===== src/rtl/pipe_control.sv =====
// Pipelined RISC-I control: ID decode, ID/EX-EX/MEM-MEM/WB control
// registers, load-use hazard detection and a saturating stall counter.
module pipe_control #(
  parameter int OP_W       = 6,
  parameter int REG_ADDR_W = 5,
  parameter int ALUOP_W    = 3,
  parameter int ENABLE_IMM = 1,
  parameter int CNT_W      = 16
) (
  input  logic                  i_clk,
  input  logic                  i_rst_n,
  input  logic [OP_W-1:0]       i_OP,
  input  logic [REG_ADDR_W-1:0] i_Rs,
  input  logic [REG_ADDR_W-1:0] i_Rt,
  input  logic                  i_Flush,
  output logic                  o_Stall,
  output logic                  o_ID_Jump,
  output logic                  o_EX_RegDst,
  output logic                  o_EX_ALUSrc,
  output logic [ALUOP_W-1:0]    o_EX_ALUop,
  output logic                  o_EX_Illegal,
  output logic                  o_MEM_Branch,
  output logic                  o_MEM_NotEqualBranch,
  output logic                  o_MEM_MemRead,
  output logic                  o_MEM_MemWrite,
  output logic                  o_WB_RegWrite,
  output logic                  o_WB_MemtoReg,
  output logic [CNT_W-1:0]      o_StallCnt
);

  localparam logic [OP_W-1:0] OP_R    = OP_W'(6'b000000);
  localparam logic [OP_W-1:0] OP_J    = OP_W'(6'b000010);
  localparam logic [OP_W-1:0] OP_BEQ  = OP_W'(6'b000100);
  localparam logic [OP_W-1:0] OP_BNE  = OP_W'(6'b000101);
  localparam logic [OP_W-1:0] OP_LW   = OP_W'(6'b100011);
  localparam logic [OP_W-1:0] OP_SW   = OP_W'(6'b101011);
  localparam logic [OP_W-1:0] OP_ADDI = OP_W'(6'b001000);
  localparam logic [OP_W-1:0] OP_SLTI = OP_W'(6'b001010);
  localparam logic [OP_W-1:0] OP_ANDI = OP_W'(6'b001100);
  localparam logic [OP_W-1:0] OP_ORI  = OP_W'(6'b001101);

  localparam logic [ALUOP_W-1:0] ALU_ADD = ALUOP_W'(3'b000);
  localparam logic [ALUOP_W-1:0] ALU_SUB = ALUOP_W'(3'b001);
  localparam logic [ALUOP_W-1:0] ALU_R   = ALUOP_W'(3'b010);
  localparam logic [ALUOP_W-1:0] ALU_J   = ALUOP_W'(3'b011);
  localparam logic [ALUOP_W-1:0] ALU_SLT = ALUOP_W'(3'b100);
  localparam logic [ALUOP_W-1:0] ALU_AND = ALUOP_W'(3'b101);
  localparam logic [ALUOP_W-1:0] ALU_OR  = ALUOP_W'(3'b110);

  typedef struct packed {
    logic               reg_dst;
    logic               alu_src;
    logic [ALUOP_W-1:0] alu_op;
    logic               illegal;
    logic               branch;
    logic               bne;
    logic               mem_read;
    logic               mem_write;
    logic               reg_write;
    logic               mem_to_reg;
  } id_ex_t;

  typedef struct packed {
    logic branch;
    logic bne;
    logic mem_read;
    logic mem_write;
    logic reg_write;
    logic mem_to_reg;
  } ex_mem_t;

  typedef struct packed {
    logic reg_write;
    logic mem_to_reg;
  } mem_wb_t;

  id_ex_t                  dec;
  logic                    jump;
  logic                    imm;
  id_ex_t                  idex_d, idex_q;
  logic [REG_ADDR_W-1:0]   rt_d, rt_q;
  ex_mem_t                 exmem_q;
  mem_wb_t                 memwb_q;
  logic [CNT_W-1:0]        cnt_d, cnt_q;
  logic                    stall;

  always_comb begin
    dec  = '0;
    jump = 1'b0;
    imm  = 1'b0;
    unique case (i_OP)
      OP_R: begin
        dec.reg_dst   = 1'b1;
        dec.reg_write = 1'b1;
        dec.alu_op    = ALU_R;
      end
      OP_J: begin
        jump       = 1'b1;
        dec.alu_op = ALU_J;
      end
      OP_BEQ: begin
        dec.branch = 1'b1;
        dec.alu_op = ALU_SUB;
      end
      OP_BNE: begin
        dec.bne    = 1'b1;
        dec.alu_op = ALU_SUB;
      end
      OP_LW: begin
        dec.alu_src    = 1'b1;
        dec.mem_read   = 1'b1;
        dec.mem_to_reg = 1'b1;
        dec.reg_write  = 1'b1;
        dec.alu_op     = ALU_ADD;
      end
      OP_SW: begin
        dec.alu_src   = 1'b1;
        dec.mem_write = 1'b1;
        dec.alu_op    = ALU_ADD;
      end
      OP_ADDI: begin imm = 1'b1; dec.alu_op = ALU_ADD; end
      OP_SLTI: begin imm = 1'b1; dec.alu_op = ALU_SLT; end
      OP_ANDI: begin imm = 1'b1; dec.alu_op = ALU_AND; end
      OP_ORI:  begin imm = 1'b1; dec.alu_op = ALU_OR;  end
      default: dec.illegal = 1'b1;
    endcase
    // Immediate ops collapse to a plain illegal when the build omits them
    if (imm) begin
      if (ENABLE_IMM != 0) begin
        dec.alu_src   = 1'b1;
        dec.reg_write = 1'b1;
      end else begin
        dec         = '0;
        dec.illegal = 1'b1;
      end
    end
  end

  assign stall = idex_q.mem_read && (rt_q != '0) &&
                 ((rt_q == i_Rs) || (rt_q == i_Rt));

  always_comb begin
    idex_d = dec;
    rt_d   = i_Rt;
    cnt_d  = cnt_q;
    if (i_Flush || stall) begin
      idex_d = '0;
      rt_d   = '0;
    end
    if (stall && !i_Flush && (cnt_q != '1)) begin
      cnt_d = cnt_q + CNT_W'(1);
    end
  end

  always_ff @(posedge i_clk) begin
    if (!i_rst_n) begin
      idex_q  <= '0;
      rt_q    <= '0;
      exmem_q <= '0;
      memwb_q <= '0;
      cnt_q   <= '0;
    end else begin
      idex_q  <= idex_d;
      rt_q    <= rt_d;
      exmem_q <= '{branch:     idex_q.branch,
                   bne:        idex_q.bne,
                   mem_read:   idex_q.mem_read,
                   mem_write:  idex_q.mem_write,
                   reg_write:  idex_q.reg_write,
                   mem_to_reg: idex_q.mem_to_reg};
      memwb_q <= '{reg_write:  exmem_q.reg_write,
                   mem_to_reg: exmem_q.mem_to_reg};
      cnt_q   <= cnt_d;
    end
  end

  assign o_Stall              = stall;
  assign o_ID_Jump            = jump & ~stall;
  assign o_EX_RegDst          = idex_q.reg_dst;
  assign o_EX_ALUSrc          = idex_q.alu_src;
  assign o_EX_ALUop           = idex_q.alu_op;
  assign o_EX_Illegal         = idex_q.illegal;
  assign o_MEM_Branch         = exmem_q.branch;
  assign o_MEM_NotEqualBranch = exmem_q.bne;
  assign o_MEM_MemRead        = exmem_q.mem_read;
  assign o_MEM_MemWrite       = exmem_q.mem_write;
  assign o_WB_RegWrite        = memwb_q.reg_write;
  assign o_WB_MemtoReg        = memwb_q.mem_to_reg;
  assign o_StallCnt           = cnt_q;

endmodule


===== config.mk =====
export PLATFORM = sky130hd
export DESIGN_NAME = pipe_control
export DESIGN_NICKNAME = d
export VERILOG_FILES = /design/src/rtl/pipe_control.sv
export SDC_FILE = /design/constraint.sdc
export NUM_CORES = 1
export LEC_CHECK = 0
export ABC_AREA = 1
export ABC_CLOCK_PERIOD_IN_PS = 3790
export BUFFER_PORTS_ARGS = -buffer_cell sky130_fd_sc_hd__buf_4
export CORE_MARGIN = 2
export CORE_UTILIZATION = 53
export CTS_CLUSTER_SIZE = 28
export DETAILED_ROUTE_END_ITERATION = 6
export PLACE_DENSITY_LB_ADDON = 0.25
export SLEW_MARGIN = 5
export SYNTH_ARGS = -nofsm -noshare
export SYNTH_HDL_FRONTEND = slang
export SYNTH_SLANG_ARGS = --single-unit

===== constraint.sdc =====
create_clock -name i_clk -period 3.79 [get_ports i_clk]
set_input_delay 1.137 -clock i_clk [delete_from_list [all_inputs] [get_ports i_clk]]
set_output_delay 1.137 -clock i_clk [all_outputs]
set_load 0.05 [all_outputs]

# Word level (Yosys, flattened, before mapping)
# Cells that the tools add are included.
dict set report totals {
  regBits 41
  output_inout_bits 30
}
dict set report classes {
  n_addsub 1
  n_eq_ne 12
  n_mux 12
  bitwise_logic 3
  n_reduce_logical 15
}
# operator n
set op_table {}
lappend op_table {{== test 6 x 4 -> 1 bit (second input constant)} 4}
lappend op_table {{one-hot mux 3 bit (6 select lines)} 1}
lappend op_table {{adder 16 x 1 -> 16 bit (second input constant)} 1}
lappend op_table {{inequality test 16 bit (second input constant)} 1}
lappend op_table {{== test 6 x 3 -> 1 bit (second input constant)} 2}
lappend op_table {{== test 6 bit (second input constant)} 2}
lappend op_table {{two-way mux 11 bit} 1}
lappend op_table {{== test 5 bit} 2}
lappend op_table {{two-way mux 1 bit} 10}
lappend op_table {{OR reduction 10 bit} 1}
lappend op_table {{OR reduction 2 bit} 4}
lappend op_table {{== test 6 x 2 -> 1 bit (second input constant)} 1}
lappend op_table {{logical NOT 6 bit} 1}
lappend op_table {{nonzero test 5 bit} 1}
lappend op_table {{logical AND 1 bit} 4}
lappend op_table {{OR reduction 4 bit} 1}
lappend op_table {{logical OR 1 bit} 2}
lappend op_table {{inverter 1 bit} 2}
lappend op_table {{bitwise AND 1 bit} 1}
lappend op_table {{logical NOT 1 bit} 1}

# Logic depth before layout (Yosys ltp)
dict set report logic_depth {
  word_depth 5
  mapped_depth 12
}

# Worst setup path before layout
# OpenSTA, ideal clock, no wires.
dict set report synth_timing {
  path_type {input -> output}
  from {input port i_Rt[3]}
  to {output port o_ID_Jump}
  t_arrival_ns 2.530
  slack_ns 0.123
  stages 9
  path_cell_list {inv_1 nand2_1 nand2_1 nor2_1 nand3_1 nand2_2 nand2_1 inv_1 nor2_1}
}
dict set report synth_between {
  elab_chain_len 5
}
# element line_no
set synth_rtl {}
lappend synth_rtl {{from (decl)} 14} ;# input logic [REG_ADDR_W-1:0] i_Rt,
lappend synth_rtl {{== test 5 bit} 140} ;# ((rt_q == i_Rs) || (rt_q == i_Rt));
lappend synth_rtl {{logical OR 1 bit} 140}
lappend synth_rtl {{logical AND 1 bit} 139} ;# assign stall = idex_q.mem_read && (rt_q != '0) &&
lappend synth_rtl {{via o_Stall} 16} ;# output logic o_Stall,
lappend synth_rtl {{inverter 1 bit} 178} ;# assign o_ID_Jump = jump & ~stall;
lappend synth_rtl {{bitwise AND 1 bit} 178}
lappend synth_rtl {{to (decl)} 17} ;# output logic o_ID_Jump,
# The timed path passes the listed nets, and every way through them passes these cells.

# Final worst setup path
dict set report layout_timing {
  from {input port i_Rt[3]}
  to {output port o_ID_Jump}
}
dict set report layout_between {
  elab_chain_len 5
}
# element line_no
set layout_rtl {}
lappend layout_rtl {{== test 5 bit} 140}
lappend layout_rtl {{logical OR 1 bit} 140}
lappend layout_rtl {{logical AND 1 bit} 139}
lappend layout_rtl {{inverter 1 bit} 178}
lappend layout_rtl {{bitwise AND 1 bit} 178}
# No other way between the ends.

==> flow_summary.html <==
<table>
<tr><th>Metric</th><th>Value</th></tr>
<tr><th colspan="2">Outcome</th></tr>
<tr><td>Run status</td><td>finished, final reports clean</td></tr>
<tr><th colspan="2">Timing</th></tr>
<tr><td>Number of hold violations in the final report</td><td>0</td></tr>
<tr><td>Max Clk Rate</td><td>303.9 MHz</td></tr>
<tr><td>Slew HR</td><td>73.75%</td></tr>
<tr><td>Setup repair after global routing missed its margin</td><td>no</td></tr>
<tr><td>Worst hold slack after final layout</td><td>0.4162 ns</td></tr>
<tr><td>Time the final worst path needs with I/O delays and setup</td><td>3.291 ns</td></tr>
<tr><td>Slew at the pin closest to its max-slew limit</td><td>0.3902 ns</td></tr>
<tr><td>Setup skew after layout</td><td>0.005411 ns</td></tr>
<tr><td>Final period utilization</td><td>86.83%</td></tr>
<tr><td>Final-report setup violation count</td><td>0</td></tr>
<tr><td>Setup TNS after final layout</td><td>0 ns</td></tr>
<tr><td>Number of max-slew violations in the final report</td><td>0</td></tr>
<tr><th colspan="2">Worst setup path</th></tr>
<tr><td>Critical Path Most Common Cell</td><td>sky130_fd_sc_hd__nand2_1</td></tr>
<tr><td>Arr. time, crit path</td><td>2.15 ns</td></tr>
<tr><td>Standard cell with the maximum stage delay on the critical path</td><td>sky130_fd_sc_hd__buf_4</td></tr>
<tr><td>Kind of end point of the critical path</td><td>output pin</td></tr>
<tr><td>Biggest fanout along the worst timing path</td><td>5</td></tr>
<tr><td>Class of the most critical setup path</td><td>primary input to output pin</td></tr>
<tr><td>Number of cell instances on the worst register-to-register path</td><td>8</td></tr>
<tr><td>WP depth</td><td>11</td></tr>
<tr><td>CP required</td><td>2.65 ns</td></tr>
<tr><td>Kind of cell adding the most delay to the critical path</td><td>simple AND/OR/NAND/NOR gates</td></tr>
<tr><td>Combined buffer and inverter count along the critical path</td><td>4</td></tr>
<tr><td>Cells traversed along the worst timing path</td><td>buf_4 &gt; inv_1 &gt; nand2_1 &gt; nand2_1 &gt; nor2_1 &gt; nand3_1 &gt; nand2_2 &gt; nand2_1 &gt; inv_1 &gt; nor2_1 &gt; buf_4</td></tr>
<tr><td>Delay of the slowest cell on the worst path</td><td>0.21 ns</td></tr>
<tr><td>Nature of the critical path startpoint</td><td>primary input</td></tr>
<tr><th colspan="2">Die</th></tr>
<tr><td>Row Count</td><td>22</td></tr>
<tr><td>Die width</td><td>64.63 um</td></tr>
<tr><td>Number of top-level pins</td><td>49</td></tr>
<tr><td>Starting utilization of the core area</td><td>54.02%</td></tr>
<tr><td>Placeable core region</td><td>3606 um2</td></tr>
<tr><td>Die Y-Extent</td><td>64.63 um</td></tr>
<tr><td>Die area</td><td>4176 um2</td></tr>
<tr><th colspan="2">Job</th></tr>
<tr><td>Number of max-cap violations</td><td>0</td></tr>
<tr><th colspan="2">Finish</th></tr>
<tr><td>Final standard cell utilization of the core</td><td>68.08%</td></tr>
<tr><td>Area delta synth-&gt;final</td><td>26.01%</td></tr>
<tr><td>Storage element area</td><td>780.7 um2</td></tr>
<tr><td>ANT cells</td><td>0</td></tr>
<tr><td>Area of the multi-input gates</td><td>937.1 um2</td></tr>
<tr><td>Fraction of final layout cells with drive strength greater than 1</td><td>20.86%</td></tr>
<tr><td>Final-layout fill cell count</td><td>328</td></tr>
<tr><td>Post-layout net count</td><td>369</td></tr>
<tr><th colspan="2">Logic synthesis</th></tr>
<tr><td>Mean instance size in the synthesized netlist</td><td>6.472 um2</td></tr>
<tr><td>Instance count of the mapped netlist</td><td>301</td></tr>
<tr><td>Number of distinct library cells after synthesis</td><td>27</td></tr>
<tr><td>Mapped cell area</td><td>1948 um2</td></tr>
<tr><td>Synth warnings</td><td>0</td></tr>
<tr><td>Synthesized net count</td><td>321</td></tr>
<tr><td>Share of synthesized area occupied by flip-flops and latches</td><td>40.08%</td></tr>
<tr><td>Number of synthesized register bits</td><td>39</td></tr>
<tr><th colspan="2">Detailed routing</th></tr>
<tr><td>Detail-routed via count per cell</td><td>4.636</td></tr>
<tr><td>Remaining antenna violation count</td><td>0</td></tr>
<tr><td>DRC violation total after the first TritonRoute iteration</td><td>76</td></tr>
<tr><td>Routed wire per std cell</td><td>9.276 um</td></tr>
<tr><td>First-pass iteration count of the detailed router</td><td>4</td></tr>
<tr><td>Final WL</td><td>3692 um</td></tr>
<tr><td># DRC</td><td>0</td></tr>
<tr><td>Via count of the routed design</td><td>1845</td></tr>
<tr><th colspan="2">Power</th></tr>
<tr><td>PD cells</td><td>360.8 nW/um2</td></tr>
<tr><td>Lkg Pwr</td><td>1.231 nW</td></tr>
<tr><td>Peak supply drop</td><td>0.0003169 V</td></tr>
<tr><th colspan="2">Clock network</th></tr>
<tr><td>Number of buffers added for setup after CTS</td><td>0</td></tr>
<tr><td>Count of H-tree levels built during CTS</td><td>2</td></tr>
<tr><td>Clock sinks</td><td>39</td></tr>
<tr><td>Post-cts repair resize count</td><td>0</td></tr>
<tr><td>Hold buffers post-CTS</td><td>0</td></tr>
<tr><td>CTS Buf Count</td><td>5</td></tr>
<tr><td>Root buffer selected by CTS</td><td>sky130_fd_sc_hd__clkbuf_8</td></tr>
<tr><td>TritonCTS clock tree</td><td>done</td></tr>
<tr><td>Clock latency on the worst-skew pair</td><td>0.29 ns</td></tr>
<tr><td>Reg clk slew, reported paths</td><td>0.07 ns</td></tr>
<tr><td>Maximum buffer depth of the clock tree</td><td>2</td></tr>
<tr><th colspan="2">Placed design</th></tr>
<tr><td>IO Port Bufs</td><td>48</td></tr>
<tr><td>HPWL reported at the end of detailed placement</td><td>2807 um</td></tr>
<tr><td>Final weighted congestion of routability-driven global placement</td><td>0.8070</td></tr>
<tr><th colspan="2">Global routing</th></tr>
<tr><td>Pin count of the biggest net entering global routing</td><td>25</td></tr>
<tr><td>Global-route wire length before repair</td><td>6679 um</td></tr>
<tr><td>Remaining Overflow, GRT</td><td>0</td></tr>
<tr><td>Global router's overall resource usage</td><td>20.47%</td></tr>
<tr><td>Antenna violations before repair</td><td>0</td></tr>
<tr><td>Via count of the first global-routing pass</td><td>1664</td></tr>
<tr><th colspan="2">Worst hold path</th></tr>
<tr><td>Hold Path Cell Cnt</td><td>2</td></tr>
<tr><td>Path category of the worst min-delay check</td><td>flip-flop to flip-flop</td></tr>
</table>
-- routing by layer --
metal	GRT usage, %	vias to the layer above	wire [um]
met2	36.46	44	1804
li1	-	1002	-
met4	7.713	0	60
met3	7.118	6	222
met1	22.30	793	1605
met5	0	-	0
-- where the power goes --
group	switching (mW)	internal [mW]
logic	0.0363	0.0264
registers	0.00269	0.413
clock network	0.144	0.263
total	0.183	0.703
-- sequential cells by signal, indices dropped and copies added (netlist names) --
register	flops
o_StallCnt	16
o_MEM_MemRead	1
idex_q	5
o_WB_MemtoReg	1
o_EX_Illegal	1
o_MEM_MemWrite	1
o_MEM_NotEqualBranch	1
o_WB_RegWrite	1
o_EX_ALUSrc	1
o_EX_ALUop	3
o_MEM_Branch	1
o_EX_RegDst	1
rt_q	5
exmem_q	1
-- cell families (layout without fill, tap and decap cells) --
| family | after synthesis | after routing | synth area share, % |
|---|---|---|---|
| AO/OA/AOI/OAI | 11 | 11 | 3.853 |
| XOR/XNOR | 2 | 2 | 0.8993 |
| adder cells (fa/ha/maj) | 1 | 1 | 0.6422 |
| buffers and inverters | 56 | 105 | 11.82 |
| flip-flops | 39 | 39 | 40.08 |
| AND/OR/NAND/NOR | 192 | 192 | 42.71 |
-- synth_stat cells (all sizes together) --
master / number / area (um2)
a21oi: 3 / 15.01
a31oi: 2 / 12.51
buf: 6 / 42.53
clkbuf: 1 / 3.750
dfxtp: 39 / 780.8
ha: 1 / 12.51
inv: 49 / 183.9
nand2: 89 / 336.6
nand3: 16 / 97.60
nand4: 8 / 62.56
nor2: 76 / 317.8
nor3: 1 / 5.000
nor4: 2 / 12.51
o211a: 1 / 10.01
o21ai: 3 / 15.01
o21bai: 2 / 22.52
xnor2: 2 / 17.52
-- worst paths after layout --
kind,end,slack [ns],startpoint
worst max-delay path,o_ID_Jump,0.50,i_Rt[3]
worst min-delay path,o_WB_RegWrite$_SDFF_PN0_,0.42,exmem_q[1]$_SDFF_PN0_
worst max register to register,o_StallCnt[2]$_SDFFE_PN0P_,2.13,o_StallCnt[1]$_SDFFE_PN0P_
worst min register to register,o_WB_RegWrite$_SDFF_PN0_,0.42,exmem_q[1]$_SDFF_PN0_
-- worst reg2reg max path, delay by kind of cell (launching register included) --
kind          cells  cell delay (ns)
flops             1             0.40
fa+ha+maj         1             0.22
simple gates      6             0.89
buf+inv           1             0.06
-- cell usage in the layout, fill, tap and decap left out, drive strengths merged --
cell,count
a21oi,3
a31oi,2
buf,48
bufinv,2
clkbuf,6
dfxtp,39
ha,1
inv,49
nand2,89
nand3,16
nand4,8
nor2,76
nor3,1
nor4,2
o211a,1
o21ai,3
o21bai,2
xnor2,2
-- area by class of cell --
| type | instances | area share [%] |
|---|---|---|
| timing repair buffer | 48 | 14.68 |
| clock inverter | 2 | 2.446 |
| inverter | 49 | 7.492 |
| multi-input combinational | 206 | 38.18 |
| clock buffer | 6 | 2.956 |
| sequential | 39 | 31.80 |
| tap | 48 | 2.446 |
-- through the flow --
stage / total power, mW / setup WS [ns] / area, um2 / cells
after floorplan: 0.4634 / 0.1234 / 1948 / 301
after global placement: 0.4875 / 0.5323 / 2322 / 390
after detailed placement: 0.4888 / 0.5090 / 2322 / 390
after CTS: 0.8950 / 0.4933 / 2455 / 398
after global routing: 0.9219 / 0.3403 / 2455 / 398
final: 0.8857 / 0.4993 / 2455 / 398
Note: power is estimated with default switching activity, not from simulation.
